`src/rtl/apb_pkg.sv`:
```
// ---------------------------------------------------------------------------
// apb_pkg: shared FSM states, bus widths and request record for the APB master
// Rev 1.0
// ---------------------------------------------------------------------------
`default_nettype none

package apb_pkg;

  localparam int APB_DATA_W     = 32;
  localparam int APB_STRB_W     = 4;
  localparam int APB_ADDR_MAX_W = 64;

  typedef enum logic [1:0] {
    IDLE   = 2'd0,
    SETUP  = 2'd1,
    ACCESS = 2'd2
  } apb_state_e;

  // Address is carried at the widest supported width; the top narrows it.
  typedef struct packed {
    logic                      write;
    logic [APB_ADDR_MAX_W-1:0] addr;
    logic [APB_DATA_W-1:0]     wdata;
    logic [APB_STRB_W-1:0]     strb;
  } apb_req_t;

endpackage

`default_nettype wire

```
`src/rtl/rr_arbiter.sv`:
```
// ---------------------------------------------------------------------------
// rr_arbiter: combinational round-robin pick starting at rr_ptr
// Rev 1.0
// ---------------------------------------------------------------------------
`default_nettype none

module rr_arbiter #(
  parameter int NumReq = 2
) (
  input  logic [NumReq-1:0]         req,
  input  logic [$clog2(NumReq)-1:0] rr_ptr,
  output logic [$clog2(NumReq)-1:0] winner,
  output logic                      any_req
);

  localparam int PtrW = $clog2(NumReq);
  localparam logic [PtrW:0] c_num_req = (PtrW+1)'(NumReq);

  logic [PtrW:0] w_idx;

  // Scan from the farthest offset down so the nearest set bit wins last.
  always_comb begin
    winner  = '0;
    any_req = 1'b0;
    w_idx   = '0;
    for (int i = NumReq - 1; i >= 0; i--) begin
      w_idx = {1'b0, rr_ptr} + (PtrW+1)'(i);
      if (w_idx >= c_num_req) w_idx = w_idx - c_num_req;
      if (req[w_idx[PtrW-1:0]]) begin
        winner  = w_idx[PtrW-1:0];
        any_req = 1'b1;
      end
    end
  end

endmodule

`default_nettype wire

```
`src/rtl/apb_master_arbiter.sv`:
```
// ---------------------------------------------------------------------------
// apb_master_arbiter: round-robin shared APB master; APB_ARB_TIMEOUT_EN adds an
// ACCESS-phase timeout.  Rev 1.0
// ---------------------------------------------------------------------------
`default_nettype none

module apb_master_arbiter
  import apb_pkg::*;
#(
  parameter int NumReq        = 2,
  parameter int AddrBits      = 32,
  parameter int TimeoutCycles = 16
) (
  input  logic                                  p_clk,
  input  logic                                  p_resetn,
  input  logic [NumReq-1:0]                     req,
  input  logic [NumReq-1:0]                     req_write,
  input  logic [NumReq-1:0][AddrBits-1:0]       req_addr,
  input  logic [NumReq-1:0][APB_DATA_W-1:0]     req_wdata,
  input  logic [NumReq-1:0][APB_STRB_W-1:0]     req_strb,
  output logic [NumReq-1:0]                     done,
  output logic [APB_DATA_W-1:0]                 rsp_rdata,
  output logic                                  rsp_err,
  output logic [AddrBits-1:0]                   p_addr,
  output logic                                  p_sel,
  output logic                                  p_enable,
  output logic                                  p_write,
  output logic [APB_DATA_W-1:0]                 p_wdata,
  output logic [APB_STRB_W-1:0]                 p_strb,
  input  logic [APB_DATA_W-1:0]                 p_rdata,
  input  logic                                  p_ready,
  input  logic                                  p_slverr
);

  localparam int PtrW = $clog2(NumReq);

  apb_state_e      r_state;
  logic [PtrW-1:0] r_rr_ptr;
  logic [PtrW-1:0] r_owner;
  logic [PtrW-1:0] w_winner;
  logic            w_any_req;
  logic            w_timeout;
  logic            w_complete;
  apb_req_t        w_sel;

  rr_arbiter #(.NumReq(NumReq)) u_rr_arbiter (
    .req     (req),
    .rr_ptr  (r_rr_ptr),
    .winner  (w_winner),
    .any_req (w_any_req)
  );

  always_comb begin
    w_sel.write = req_write[w_winner];
    w_sel.addr  = APB_ADDR_MAX_W'(req_addr[w_winner]);
    w_sel.wdata = req_wdata[w_winner];
    w_sel.strb  = req_strb[w_winner];
  end

`ifdef APB_ARB_TIMEOUT_EN
  logic [7:0] r_wait_cnt;
  assign w_timeout = (r_state == ACCESS) && (r_wait_cnt == 8'(TimeoutCycles));
`else
  assign w_timeout = 1'b0;
`endif

  // A ready slave wins over a timeout landing in the same cycle.
  assign w_complete = (r_state == ACCESS) && (p_ready || w_timeout);

  always_ff @(posedge p_clk or negedge p_resetn) begin
    if (!p_resetn) begin
      r_state  <= IDLE;
      r_rr_ptr <= '0;
      r_owner  <= '0;
      p_sel    <= 1'b0;
      p_enable <= 1'b0;
      p_write  <= 1'b0;
      p_addr   <= '0;
      p_wdata  <= '0;
      p_strb   <= '0;
`ifdef APB_ARB_TIMEOUT_EN
      r_wait_cnt <= '0;
`endif
    end else begin
      case (r_state)
        IDLE: begin
          if (w_any_req) begin
            r_state  <= SETUP;
            r_owner  <= w_winner;
            r_rr_ptr <= (w_winner == PtrW'(NumReq - 1)) ? '0 : w_winner + PtrW'(1);
            p_sel    <= 1'b1;
            p_write  <= w_sel.write;
            p_addr   <= AddrBits'(w_sel.addr);
            p_wdata  <= w_sel.write ? w_sel.wdata : '0;
            p_strb   <= w_sel.write ? w_sel.strb  : '0;
          end
        end
        SETUP: begin
          r_state  <= ACCESS;
          p_enable <= 1'b1;
`ifdef APB_ARB_TIMEOUT_EN
          r_wait_cnt <= '0;
`endif
        end
        ACCESS: begin
          if (w_complete) begin
            r_state  <= IDLE;
            p_sel    <= 1'b0;
            p_enable <= 1'b0;
          end
`ifdef APB_ARB_TIMEOUT_EN
          else begin
            r_wait_cnt <= r_wait_cnt + 8'd1;
          end
`endif
        end
        default: begin
          r_state  <= IDLE;
          p_sel    <= 1'b0;
          p_enable <= 1'b0;
        end
      endcase
    end
  end

  always_comb begin
    done      = '0;
    rsp_rdata = '0;
    rsp_err   = 1'b0;
    if (w_complete) begin
      done[r_owner] = 1'b1;
      rsp_err       = p_ready ? p_slverr : 1'b1;
      if (p_ready && !p_write) rsp_rdata = p_rdata;
    end
  end

endmodule

`default_nettype wire
```
`config.mk`:
```
export PLATFORM = sky130hd
export DESIGN_NAME = apb_master_arbiter
export DESIGN_NICKNAME = d
export VERILOG_FILES = /design/src/rtl/apb_pkg.sv /design/src/rtl/rr_arbiter.sv /design/src/rtl/apb_master_arbiter.sv
export SDC_FILE = /design/constraint.sdc
export NUM_CORES = 1
export LEC_CHECK = 0
export ABC_AREA = 0
export CORE_AREA = 2 2 110 112
export CTS_BUF_LIST = sky130_fd_sc_hd__clkbuf_2
export CTS_CLUSTER_DIAMETER = 30
export CTS_CLUSTER_SIZE = 40
export DETAILED_ROUTE_END_ITERATION = 12
export DIE_AREA = 0 0 112 114
export PLACE_DENSITY_LB_ADDON = 0.08
export SYNTH_ARGS = -nofsm -noshare
export SYNTH_HDL_FRONTEND = slang
export SYNTH_HIERARCHICAL = 1
export SYNTH_SLANG_ARGS = --single-unit
```
`constraint.sdc`:
```
create_clock -name p_clk -period 1.8 [get_ports p_clk]
set_input_delay 0.18 -clock p_clk [delete_from_list [all_inputs] [get_ports p_clk]]
set_output_delay 0.18 -clock p_clk [all_outputs]
set_load 0.01 [all_outputs]
```
Word level (Yosys, flattened, before mapping)
Cells that the tools add are included.
{"block": "totals", "register_bits": 75, "latchBits": 0, "ramBits": 0, "mem_bits_ro": 0, "in_bits": 176, "output_inout_bits": 106, "word_cells": 70, "memories": 0}
{"block": "classes", "add_sub_neg": 4, "multipliers": 0, "div_mod_pow": 0, "n_lt_le_gt_ge": 7, "eq_ne": 4, "n_shift": 0, "n_mux": 35, "n_bitwise": 2, "reduce_logical": 9}
{"op": "32-bit two-way mux", "n": 7}
{"op": "1-bit two-way mux", "n": 18}
{"op": "4-bit two-way mux", "n": 3}
{"op": "1-bit by 2-bit less-than comparator with 1-bit output, second input constant", "n": 4}
{"op": "2-bit two-way mux", "n": 3}
{"op": "1-bit one-hot mux with 3 select lines", "n": 2}
{"op": "2-bit one-hot mux with 3 select lines", "n": 1}
{"op": "2-bit AND reduction", "n": 3}
{"op": "1-bit logical AND", "n": 3}
{"op": "3-bit AND reduction", "n": 1}
{"op": "1-bit by 1-bit adder with 2-bit output, second input constant", "n": 1}
{"op": "2-bit by 1-bit equality test with 1-bit output, second input constant", "n": 1}
{"op": "2-bit equality test, second input constant", "n": 1}
{"op": "1-bit by 2-bit >= comparator with 1-bit output, second input constant", "n": 1}
{"op": "2-bit >= comparator, second input constant", "n": 1}
{"op": "2-bit zero test", "n": 1}
{"op": "2-bit by 1-bit inequality test with 1-bit output, second input constant", "n": 1}
{"op": "2-bit inequality test, second input constant", "n": 1}
{"op": "1-bit inverter", "n": 2}
{"op": "1-bit subtractor, second input constant", "n": 2}
{"op": "1-bit adder, second input constant", "n": 1}
{"op": "1-bit demux with 1-bit select", "n": 1}
{"op": "1-bit >= comparator, second input constant", "n": 1}
{"op": "1-bit zero test", "n": 1}

Depth between registers and ports, before layout
{"block": "depth", "depth_word": 10, "depth_mapped": 7, "mapped_depth_nobuf": 5}

Hierarchy
The synthesis kept the hierarchy.
{"module": "apb_master_arbiter", "n_inst": 1, "cells_per_inst": 363, "area_each_um2": 3826.2, "seq_area_each_um2": 1876.8}
{"module": "rr_arbiter", "n_inst": 1, "cells_per_inst": 3, "area_each_um2": 17.5, "seq_area_each_um2": 0.0}

Worst setup path after synthesis
OpenSTA, ideal clock, no wires.
{"block": "synth_timing", "path_type": "register to register", "start": "reg r_rr_ptr", "end": "reg p_wdata[11]", "setup_time_ns": 0.119, "t_arrival_ns": 1.379, "required_time_ns": 1.681, "path_slack_ns": 0.302, "stages_incl_launch_ff": 7, "path_buffers": 2, "synth_period_minus_slack_ns": 1.498, "path_cell_list": "dfrtp_1 inv_1 a21boi_1 buf_2 buf_1 mux2i_1 o21ai_2"}
{"block": "synth_via", "elab_chain_cells": 10, "word_cells_on_any_way": 21, "cone_classes": "add/sub: 3; order compare: 2; mux: 15; reduce/logical: 1"}
{"element": "from (decl)", "line_no": "apb_master_arbiter.sv:38", "text": "logic [PtrW-1:0] r_rr_ptr;"}
{"element": "from (signal assigned)", "line_no": "apb_master_arbiter.sv:90", "text": "r_rr_ptr <= (w_winner == PtrW'(NumReq - 1)) ? '0 : w_winner + PtrW'(1);"}
{"element": "1-bit by 1-bit adder with 2-bit output", "line_no": "rr_arbiter.sv:27", "text": "w_idx = {1'b0, rr_ptr} + (PtrW+1)'(i);"}
{"element": "2-bit >= comparator or 1-bit subtractor (tied branches)", "line_no": "rr_arbiter.sv:28", "text": "if (w_idx >= c_num_req) w_idx = w_idx - c_num_req;"}
{"element": "1-bit two-way mux", "line_no": "rr_arbiter.sv:28"}
{"element": "1-bit two-way mux (implied by the code) (2 in series)", "line_no": "rr_arbiter.sv:29", "text": "if (req[w_idx[PtrW-1:0]]) begin"}
{"element": "1-bit two-way mux", "line_no": "rr_arbiter.sv:29"}
{"element": "1-bit two-way mux *", "line_no": "rr_arbiter.sv:29"}
{"element": "net w_winner", "line_no": "apb_master_arbiter.sv:40", "text": "logic [PtrW-1:0] w_winner;"}
{"element": "32-bit two-way mux (implied by the code) or 1-bit two-way mux (tied branches) (2 in series)", "line_no": "apb_master_arbiter.sv:56, apb_master_arbiter.sv:54"}
{"element": "32-bit two-way mux *", "line_no": "apb_master_arbiter.sv:94", "text": "p_wdata <= w_sel.write ? w_sel.wdata : '0;"}
{"element": "to (signal assigned)", "line_no": "apb_master_arbiter.sv:94"}
{"element": "to (decl)", "line_no": "apb_master_arbiter.sv:28", "text": "output logic [APB_DATA_W-1:0] p_wdata,"}
The timed path passes the listed nets; every way through them passes the cells marked *. The select of a mux whose other input is x is not followed.
A chain may end at the register's enable or synchronous reset.

Final worst setup path
{"block": "layout_timing", "start": "reg r_state[0]", "end": "out rsp_rdata[23]"}
{"block": "layout_via", "elab_chain_cells": 3}
{"element": "from (decl)", "line_no": "apb_master_arbiter.sv:37", "text": "apb_state_e r_state;"}
{"element": "from (signal assigned)", "line_no": "apb_master_arbiter.sv:72", "text": "r_state <= IDLE;"}
{"element": "from (signal assigned)", "line_no": "apb_master_arbiter.sv:88", "text": "r_state <= SETUP;"}
{"element": "from (signal assigned)", "line_no": "apb_master_arbiter.sv:99", "text": "r_state <= ACCESS;"}
{"element": "2-bit equality test", "line_no": "apb_master_arbiter.sv:68", "text": "assign w_complete = (r_state == ACCESS) && (p_ready || w_timeout);"}
{"element": "1-bit logical AND", "line_no": "apb_master_arbiter.sv:68"}
{"element": "32-bit two-way mux", "line_no": "apb_master_arbiter.sv:130", "text": "if (w_complete) begin"}
{"element": "to (decl)", "line_no": "apb_master_arbiter.sv:22", "text": "output logic [APB_DATA_W-1:0] rsp_rdata,"}
No other way between the ends.

==> summary.txt <==
Drt
  • DR iter-0 viols: 95
  • Top routing layer used: met4
  • DR DRC count: 0
  • Detail Route Antenna Nets: 0
  • Metal2 WL: between 6 and 7 mm
  • Via count: 3,705
  • WL per Instance: around 15 um
  • Met1 WL: around 4.8 mm
  • DRT Wirelength: about 12 mm
  • Met3 routed WL: around 1.1 mm
  • TritonRoute pass-1 iters: 4
  • Via-to-Cell Ratio: around 4.6

Worst setup path
  • Crit path largest cell delay: approximately 0.44 ns
  • CP delay by family, top: simple AND/OR/NAND/NOR gates
  • Critical R2R Capture: p_wdata[25]
  • Crit path arrival time: 1.81 ns
  • Worst r2r path cells: 6
  • CP bufs+invs: 3
  • Cell Chain, Critical Path: nand3b_1 > nor2_4 > buf_6 > buf_6 > and2_4 > buf_6
  • Critical Path Most Common Cell: buf_6
  • Crit Path Category: reg -> out
  • Slowest CP cell: dfrtp_1
  • R2r startpoint: r_state[0]
  • Startpoint Class: register
  • CP max FO: 8
  • Flop-to-flop setup slack: between 0.1 and 0.15 ns
  • Worst Setup SP: r_state[0]
  • CP required: roughly 1.6 ns
  • CP Capture Type: output port

Worst hold path
  • Hold Path Class: in -> async

Timing
  • Tcrit/Tclk final: 110.8%
  • Measured slew at the worst slew-check pin: roughly 0.43 ns
  • Final worst setup slack: -0.1948 ns
  • Fmax: 501.3 MHz
  • Fin. Hold Viols: 0
  • Worst Skew: 0.02997 ns
  • Fin Setup TNS: -4.410 ns
  • Unrepaired setup endpoints after global routing: true
  • Fin crit period: roughly 2 ns
  • Endpoints failing setup: 32
  • Max-slew violation count: 0
  • Rel. slew slack: ~70%

Global routing
  • Initial antenna violation count: 0
  • Largest net degree at the start of global routing: 44
  • All-Layer GR Usage: a little under a fifth
  • First-pass GRT wire length: approximately 19 mm
  • Total grt overflow: 0
  • Vias in the first global route: 3,787

Place
  • DP Area: 6890 um2
  • RD Place Congestion: ~0.78
  • DP Wirelength: 9.675 mm
  • PortBufs: 281

CTS
  • H-tree levels: 3
  • CTS tree: yes
  • TritonCTS buffer count: 9
  • Clock Sinks: between 70 and 80
  • Longest Clk Path Bufs: 2
  • CTS clk-pin slew, worst paths: approximately 0.22 ns
  • Worst-skew pair later-pin latency: roughly 0.5 ns
  • CTS Root Cell: clkbuf_2

Final layout
  • Number of antenna diodes: 0
  • Final instance area: a little over 7000 um2
  • Fin nets: approximately 840
  • Layout cell share with drive strength beyond 1: 21.69%
  • Layout Area Growth over Synthesis: 86.82%

Yosys
  • Cell Area, Synth: 3844 um2
  • Sequential area share after synthesis: around 49%
  • Syn Nets: approximately 540
  • Cell count after synthesis: between 300 and 400
  • Distinct cells, synth: 26
  • Yosys warns: 6
  • Average instance area after synthesis: 10.50 um2
  • #FFs+latches synth: 75

Die
  • Initial Util: approximately 33%
  • Core area: between 10,000 and 15,000 um2
  • Die width: roughly 110 um
  • Die Area: ~13,000 um2
  • Die extent in y: roughly 110 um
  • Boundary pin count: around 280
  • Row Count: 40

Pwr
  • Pleak: about 3.2 nW
  • PD cells: 1222 nW/um2
  • Maximum vdd ir drop: between 0.6 and 0.7 mV

Outcome
  • Status: complete, but fails checks
  • Failing checks: negative setup slack

Flow run
  • Max Cap Viol: 0
[cell usage in the layout (no fill, tap or decap), types with 2 or more instances in the layout]
master	synthesis	layout
clkinv_1	0	2
o21ai_0	8	8
clkbuf_2	0	10
o21ai_2	30	30
buf_2	9	5
mux2i_1	68	68
nand2_1	74	74
clkdlybuf4s50_1	0	244
buf_12	0	7
clkinvlp_4	0	2
and3_1	2	2
buf_6	11	38
and2_4	0	30
buf_4	0	12
inv_1	3	3
o21ai_1	32	32
nor2b_1	3	2
and2_1	32	2
dfrtp_1	75	75
[layout make-up]
type | count | area, um2
timing repair buffer | 308 | 3148
tap | 147 | 183.9
multi-input combinational | 261 | 1854
clock buffer | 10 | 50.05
sequential | 75 | 1877
inverter | 4 | 27.53
fill | 1048 | 4531
clock inverter | 6 | 40.04
[sequential cells by signal (all words and copies together), names as in the netlist]
register,count
p_addr,32
p_wdata,32
p_strb,4
r_state,2
p_enable,1
p_sel,1
p_write,1
r_owner,1
r_rr_ptr,1
[routing by layer]
metal	track usage (%)	vias up
met1	20.93	1679
li1	-	1826
met3	6.801	22
met2	33.94	178
met4	6.179	0
met5	0	-
[worst max-delay path by stage]
stage,cells after the start,to
3_3_place_gp,6,rsp_rdata[27]
5_1_grt,6,rsp_rdata[23]
6_report,6,rsp_rdata[23]
3_5_place_dp,6,rsp_rdata[30]
4_1_cts,6,rsp_rdata[22]
2_1_floorplan,6,p_wdata[11]
[cells by family (layout without fill, tap and decap cells)]
| family | Yosys count | after routing | share of synthesized area [%] |
|---|---|---|---|
| AO/OA/AOI/OAI | 75 | 75 | 12.92 |
| buffers and inverters | 30 | 328 | 5.697 |
| flip-flops | 75 | 75 | 48.83 |
| multiplexers | 69 | 69 | 18.00 |
| AND/OR/NAND/NOR | 117 | 117 | 14.55 |
[cell usage after synthesis]
cell | n | share of area [%]
a21boi_1 | 1 | 0.20
a21o_1 | 1 | 0.20
a21oi_1 | 1 | 0.13
and2_1 | 32 | 5.2
and3_1 | 2 | 0.33
buf_1 | 1 | 0.098
buf_2 | 9 | 1.2
buf_6 | 11 | 3.2
clkbuf_1 | 5 | 0.49
clkinv_8 | 1 | 0.42
dfrtp_1 | 75 | 49
inv_1 | 3 | 0.29
mux2_2 | 1 | 0.29
mux2i_1 | 68 | 18
nand2_1 | 74 | 7.2
nand2_8 | 1 | 0.52
nand3b_1 | 1 | 0.20
nor2_1 | 2 | 0.20
nor2b_1 | 3 | 0.49
o21a_1 | 1 | 0.20
o21ai_0 | 8 | 1.0
o21ai_1 | 32 | 4.2
o21ai_2 | 30 | 6.8
o22ai_1 | 1 | 0.16
or2_1 | 1 | 0.16
or3b_1 | 1 | 0.23
[metrics by stage]
step	hold slack (ns)	utilization (%)	cells	total power [mW]	setup slack, ns
final	0.1255	61.31	811	8.775	-0.1948
after global routing	0.06705	61.31	811	9.450	-0.3498
after CTS	0.08690	60.18	811	8.798	-0.2524
after detailed placement	0.1494	58.84	787	7.883	-0.3052
after global placement	0.1510	58.84	787	7.778	-0.2340
after floorplan	-0.1156	-	366	5.260	0.3022
[power by group]
group / internal, mW / switching (mW) / total (mW)
logic: 2.83 / 2.26 / 5.09
clock network: 0.185 / 0.597 / 0.782
registers: 2.47 / 0.431 / 2.90
[worst reg2reg max path: cells and delay by family (launching register included)]
family	cells	cell delay [ns]
simple gates	2	0.57
buf+inv	3	0.51
flops	1	0.44
compound gates	1	0.08
[what timing repair did]
item                                    CTS  global route
cloned                                    3             0
endpoints found under the hold margin    75             0
endpoints found under the setup margin   35            36
gates resized for setup                 186            33
hold buffers                              1             0
pin swaps                                33             4
setup buffers                             4             2
Power figures use the tool's default switching activity.
